===== src/rtl/soc_system_led_fader.sv =====
// LED fader: converts per-channel on/off requests into PWM drive whose
// brightness ramps linearly toward full scale or off, one step per step window.
module soc_system_led_fader #(
  parameter int CHANNELS     = 8,
  parameter int PWM_BITS     = 8,
  parameter int STEP         = 5,
  parameter int STEP_PERIODS = 4
) (
  input  logic                clk,
  input  logic                reset,
  input  logic [CHANNELS-1:0] led_req,
  output logic [CHANNELS-1:0] led_pwm,
  output logic                busy
);

  localparam int SCNT_W = (STEP_PERIODS > 1) ? $clog2(STEP_PERIODS) : 1;
  localparam logic [PWM_BITS-1:0] MAX       = {PWM_BITS{1'b1}};
  localparam logic [PWM_BITS-1:0] MAX_M1    = MAX - PWM_BITS'(1);
  localparam logic [PWM_BITS-1:0] ZERO      = {PWM_BITS{1'b0}};
  localparam logic [PWM_BITS:0]   MAX_W     = {1'b0, MAX};
  localparam logic [PWM_BITS:0]   STEP_W    = (PWM_BITS + 1)'(STEP);
  localparam logic [SCNT_W-1:0]   SCNT_LAST = SCNT_W'(STEP_PERIODS - 1);

  logic [CHANNELS-1:0] req_q_r;
  logic [PWM_BITS-1:0] cnt_r;
  logic [SCNT_W-1:0]   scnt_r;
  logic [PWM_BITS-1:0] level_r     [CHANNELS];
  logic [PWM_BITS-1:0] level_nxt_s [CHANNELS];
  logic [PWM_BITS:0]   sum_s       [CHANNELS];
  logic [PWM_BITS:0]   diff_s      [CHANNELS];
  logic [CHANNELS-1:0] pwm_nxt_s;
  logic                busy_nxt_s;
  logic                wrap_s;
  logic                step_s;

  // Period boundary and step window detection.
  always_comb begin
    wrap_s = (cnt_r == MAX_M1);
    step_s = wrap_s && (scnt_r == SCNT_LAST);
  end

  // Saturating next level, PWM compare and busy reduction per channel.
  // The extra MSB of diff_s is the borrow, which flags an underflow.
  always_comb begin
    busy_nxt_s = 1'b0;
    pwm_nxt_s  = {CHANNELS{1'b0}};
    for (int i = 0; i < CHANNELS; i++) begin
      sum_s[i]  = {1'b0, level_r[i]} + STEP_W;
      diff_s[i] = {1'b0, level_r[i]} - STEP_W;
      if (req_q_r[i]) begin
        if (sum_s[i] > MAX_W) begin
          level_nxt_s[i] = MAX;
        end else begin
          level_nxt_s[i] = sum_s[i][PWM_BITS-1:0];
        end
      end else begin
        if (diff_s[i][PWM_BITS]) begin
          level_nxt_s[i] = ZERO;
        end else begin
          level_nxt_s[i] = diff_s[i][PWM_BITS-1:0];
        end
      end
      pwm_nxt_s[i] = (level_r[i] > cnt_r);
      if (level_r[i] != (req_q_r[i] ? MAX : ZERO)) begin
        busy_nxt_s = 1'b1;
      end else begin
        busy_nxt_s = busy_nxt_s;
      end
    end
  end

  // Input register, PWM/step counters, levels and registered outputs.
  always_ff @(posedge clk or posedge reset) begin
    if (reset) begin
      req_q_r <= {CHANNELS{1'b0}};
      cnt_r   <= ZERO;
      scnt_r  <= {SCNT_W{1'b0}};
      led_pwm <= {CHANNELS{1'b0}};
      busy    <= 1'b0;
      for (int i = 0; i < CHANNELS; i++) begin
        level_r[i] <= ZERO;
      end
    end else begin
      req_q_r <= led_req;
      led_pwm <= pwm_nxt_s;
      busy    <= busy_nxt_s;
      if (wrap_s) begin
        cnt_r <= ZERO;
      end else begin
        cnt_r <= cnt_r + PWM_BITS'(1);
      end
      if (step_s) begin
        scnt_r <= {SCNT_W{1'b0}};
      end else if (wrap_s) begin
        scnt_r <= scnt_r + SCNT_W'(1);
      end else begin
        scnt_r <= scnt_r;
      end
      // Levels move only on the step edge so every PWM period is whole.
      for (int i = 0; i < CHANNELS; i++) begin
        if (step_s) begin
          level_r[i] <= level_nxt_s[i];
        end else begin
          level_r[i] <= level_r[i];
        end
      end
    end
  end

endmodule


===== config.mk =====
export PLATFORM = sky130hd
export DESIGN_NAME = soc_system_led_fader
export DESIGN_NICKNAME = d
export VERILOG_FILES = /design/src/rtl/soc_system_led_fader.sv
export SDC_FILE = /design/constraint.sdc
export NUM_CORES = 1
export LEC_CHECK = 0
export CORE_ASPECT_RATIO = 0.5
export CORE_MARGIN = 5
export CORE_UTILIZATION = 57
export CTS_BUF_LIST = sky130_fd_sc_hd__clkbuf_4 sky130_fd_sc_hd__clkbuf_8 sky130_fd_sc_hd__clkbuf_16
export CTS_CLUSTER_DIAMETER = 150
export CTS_CLUSTER_SIZE = 14
export DETAILED_ROUTE_END_ITERATION = 7
export HOLD_SLACK_MARGIN = 0.12
export PLACE_DENSITY = 0.84
export RECOVER_POWER = 100
export SLEW_MARGIN = 25
export SYNTH_ARGS = -nofsm -noshare
export SYNTH_HDL_FRONTEND = slang
export SYNTH_SLANG_ARGS = --single-unit

===== constraint.sdc =====
create_clock -name clk -period 6.3 [get_ports clk]
set_input_delay 1.575 -clock clk [delete_from_list [all_inputs] [get_ports clk]]
set_output_delay 1.575 -clock clk [all_outputs]
set_load 0.005 [all_outputs]

==> impl_summary.txt <==
----------------------------------------------------
[Placed design]
  Placed inst area ... 0.00870 sq mm
  Port buffer count ... 18
  HPWL after detailed placement ... 14400 um
  Setup Slack @ Placement ... 3140 ps
  Placer's final routability congestion estimate ... 0.908

[Timing]
  Setup TNS ... 0 ps
  Crit path time final ... 4080 ps
  Count of pins over their slew limit ... 131
  Normalized max-slew margin ... -48.8%
  Setup violators final ... 0
  Count of final hold-check violations ... 0
  Minimum setup slack in the final design ... 2220 ps
  Final setup skew ... 7.86 ps
  RSZ-0062 raised after global routing ... no
  Period Utilization, post-route ... 64.8%
  Maximum operating frequency ... 0.245 GHz
  Worst slew pin tran ... 2220 ps

[Global routing]
  Number of antenna violations at the first check in global routing ... 0
  Total global-route track usage ... 23.8%
  Pin count of the biggest net entering global routing ... 62
  Via count of the first global-routing pass ... 7723
  Wire length of the first global-routing pass ... 36500 um
  Overall overflow remaining after global route ... 0

[Worst setup path]
  Top cell family by delay on the critical path ... buffers and inverters
  Kind of end point of the critical path ... asynchronous set/reset pin
  Worst-path cell chain ... dlygate4sd3_1 > clkinvlp_2 > clkbuf_2
  Required time at the worst-slack endpoint ... 6470 ps
  Worst Path Buf+Inv ... 3
  Startpoint types ... primary input
  Max FO, Critical Path ... 61
  Delay contributed by the slowest stage of the critical path ... 1290 ps
  Cell with the biggest individual delay on the critical path ... clkbuf_2
  Critical path arrival ... 4250 ps
  Category of the most critical setup path ... in -> async

[Power]
  Total Power Consumption ... 1.21 mW
  Ratio of total power to cell area ... 135 mW/mm^2
  Switching share of total power ... 24.3%
  Power share of the combinational group ... 2.8%
  Internal portion of total power ... 0.916 mW
  Power share of the sequential group ... 49.6%
  Fraction of power consumed by the clock network ... 47.6%
  Leakage power of the design ... 3.87 nW
  IR Drop Worst-Case VDD ... 129 uV
  NetSw ... 0.294 mW

[Yosys]
  Post-synth top area cell ... dfrtp_1
  Flop and latch count out of synthesis ... 91
  EDFF count, synth ... 0
  Share of the synthesized area in the top cell type ... 26.6%
  Synth top area cells ... dfrtp_1 (27%), ha_1 (13%), o21ai_0 (7.5%)
  Post-Syn Nets ... 1225
  Count of cell types in the netlist ... 70
  Synth warn ... 0
  Post-synth design cell area ... 0.00856 sq mm
  Share of flip-flops with an asynchronous set or reset ... 100%
  Sequential cell area fraction in the yosys report ... 26.6%
  Average cell area after synthesis ... 7.61 sq um
  Mapped Cells ... 1124
  Primary FF master, synth ... dfrtp_1

[Clocking]
  Post-CTS setup buffers ... 0
  Clock tree from TritonCTS ... yes
  H-tree depth ... 3
  Cts repair resizes ... 0
  Worst skew pair latency ... 350 ps
  CTS Hold Bufs ... 0
  Buffer depth of the longest clock path ... 2
  Count of clock tree sinks ... 91
  Clock-pin transition on the worst setup and hold timing paths ... 70 ps
  Root buffer cell ... clkbuf_16
  Cts bufs inserted ... 9

[Route]
  Total via count in the routed design ... 8403
  Routed vias/inst ... 6.56
  Average detailed-routed wire length per instance ... 16.7 um
  Number of design-rule violations left by the first detailed-router iteration ... 910
  Routed WL ... 21400 um
  Final routed DRC violation total ... 0
  First-pass detailed-route iteration total ... 5
  Number of nets with antenna violations after routing ... 0

[Cells and area]
  Final-layout fill cell count ... 1229
  Fraction of final layout cells with drive strength greater than 1 ... 3.33%
  Antenna diode count ... 0
  Area growth from synthesis to layout ... 5.09%
  Register area ... 0.00228 sq mm
  Area taken by multi-input logic gates ... 0.00580 sq mm
  Non-Filler Cell Area, Final ... 0.00899 sq mm
  Final Net Count ... 1178

[Floorplanning]
  Boundary Pins ... 19
  Horiz. Die Dim ... 183 um
  FP Rows ... 31
  Placeable core region ... 0.0146 sq mm
  Die Y-Extent ... 96.6 um
  Starting density of the core ... 58.7%
  Area enclosed by the die boundary ... 0.0177 sq mm

[Min path]
  Kind of path behind the tightest hold check ... reg -> reg

[Status]
  Violations in the final reports ... capacitance limit, slew limit
  Status ... finished, violations left

[Flow run]
  Max-cap violation count ... 3

----------------------------------------------------
==> layout by cell type (no fill, tap or decap), types with 16 or more instances in the layout <==
cell type / count
a21o_1: 18
a21oi_1: 91
a31oi_1: 16
dfrtp_1: 91
dlygate4sd3_1: 18
ha_1: 91
inv_1: 41
nand2_1: 104
nand2b_1: 20
nand3_1: 47
nand4_1: 21
nor2_1: 98
nor2b_1: 19
nor3_1: 37
nor4_1: 19
o21ai_0: 129
==> registers in the layout, summed over array words and instances (netlist names) <==
signal   flops
level_r     64
led_pwm      8
cnt_r        8
scnt_r       2
busy         1
req_q_r      8
==> path summary, 6_finish.rpt <==
check | from | to | slack (ps) | depth (start not counted)
max | reset | level_r[58] | 2220 | 3
min | scnt_r[1] | scnt_r[1] | 530 | 1
max in group clk | cnt_r[0] | level_r[14] | 2280 | 9
min in group asynchronous | reset | req_q_r[1] | 1950 | 2
min reg2reg | scnt_r[1] | scnt_r[1] | 530 | 1
max reg2reg | cnt_r[0] | level_r[14] | 2280 | 9
==> logic make-up (layout without fill, tap and decap cells) <==
| group | count (synthesis) | after routing | share of synthesized area (%) |
|---|---|---|---|
| buf+inv | 121 | 79 | 5.50 |
| fa+ha+maj | 91 | 91 | 13.3 |
| compound gates | 377 | 377 | 27.2 |
| flops | 91 | 91 | 26.6 |
| xor+xnor | 19 | 19 | 1.95 |
| mux | 9 | 9 | 1.26 |
| simple gates | 416 | 416 | 24.1 |
==> stage by stage <==
stage                     hold slack [ps]  util [%]  std cells
final                                 532      61.7       1280
after global routing                  552      61.7       1280
after CTS                             527      61.8       1280
after detailed placement              512      59.7       1264
after global placement                497      59.7       1264
after floorplan                       485         -       1124
==> Yosys cell counts, types with 13 or more instances <==
master    number
dfrtp_1       91
a21oi_1       91
a31oi_1       16
inv_1         42
nor2b_1       19
nor3_1        37
nand2b_1      20
o21a_1        13
ha_1          91
o21ai_0      129
nand3_1       47
nand2_1      104
a21o_1        18
nand4_1       21
nor2_1        98
o31ai_1       13
clkbuf_1      68
nor4_1        18
==> worst reg2reg max path: cells and delay by family (launching register included) <==
family                     cells  cell delay (ps)
and+or+nand+nor                4             2180
AOI/OAI and AO/OA              2              220
adders and majority gates      1              200
DFF                            1              600
buffers and inverters          2              750
==> power groups by stage <==
| stage | Sequential, mW | Combinational [mW] | Clock, mW |
|---|---|---|---|
| after CTS | 0.599 | 0.0362 | 0.580 |
| final | 0.600 | 0.0338 | 0.576 |
| after global placement | 0.610 | 0.0351 | 0 |
| after detailed placement | 0.610 | 0.0360 | 0 |
| after global routing | 0.601 | 0.0392 | 0.609 |
| after floorplan | 0.599 | 0.0332 | 0 |
==> per-layer routing <==
| metal | GRT usage (%) | vias to the layer above | part of all wire [%] |
|---|---|---|---|
| met2 | 39.2 | 354 | 48 |
| met3 | 4.05 | 33 | 6.5 |
| met4 | 6.46 | 0 | 1.3 |
| li1 | - | 4037 | - |
| met5 | 0 | - | 0 |
| met1 | 32.5 | 3979 | 44 |
==> area by class of cell <==
cell class,count,area share (%)
Sequential cell,91,25.3
Clock inverter,6,0.807
Inverter,42,1.77
Timing Repair Buffer,21,2.23
Clock buffer,10,2.59
Tap cell,198,2.76
Multi-Input combinational cell,912,64.5
Note: power is estimated with default switching activity, not from simulation.
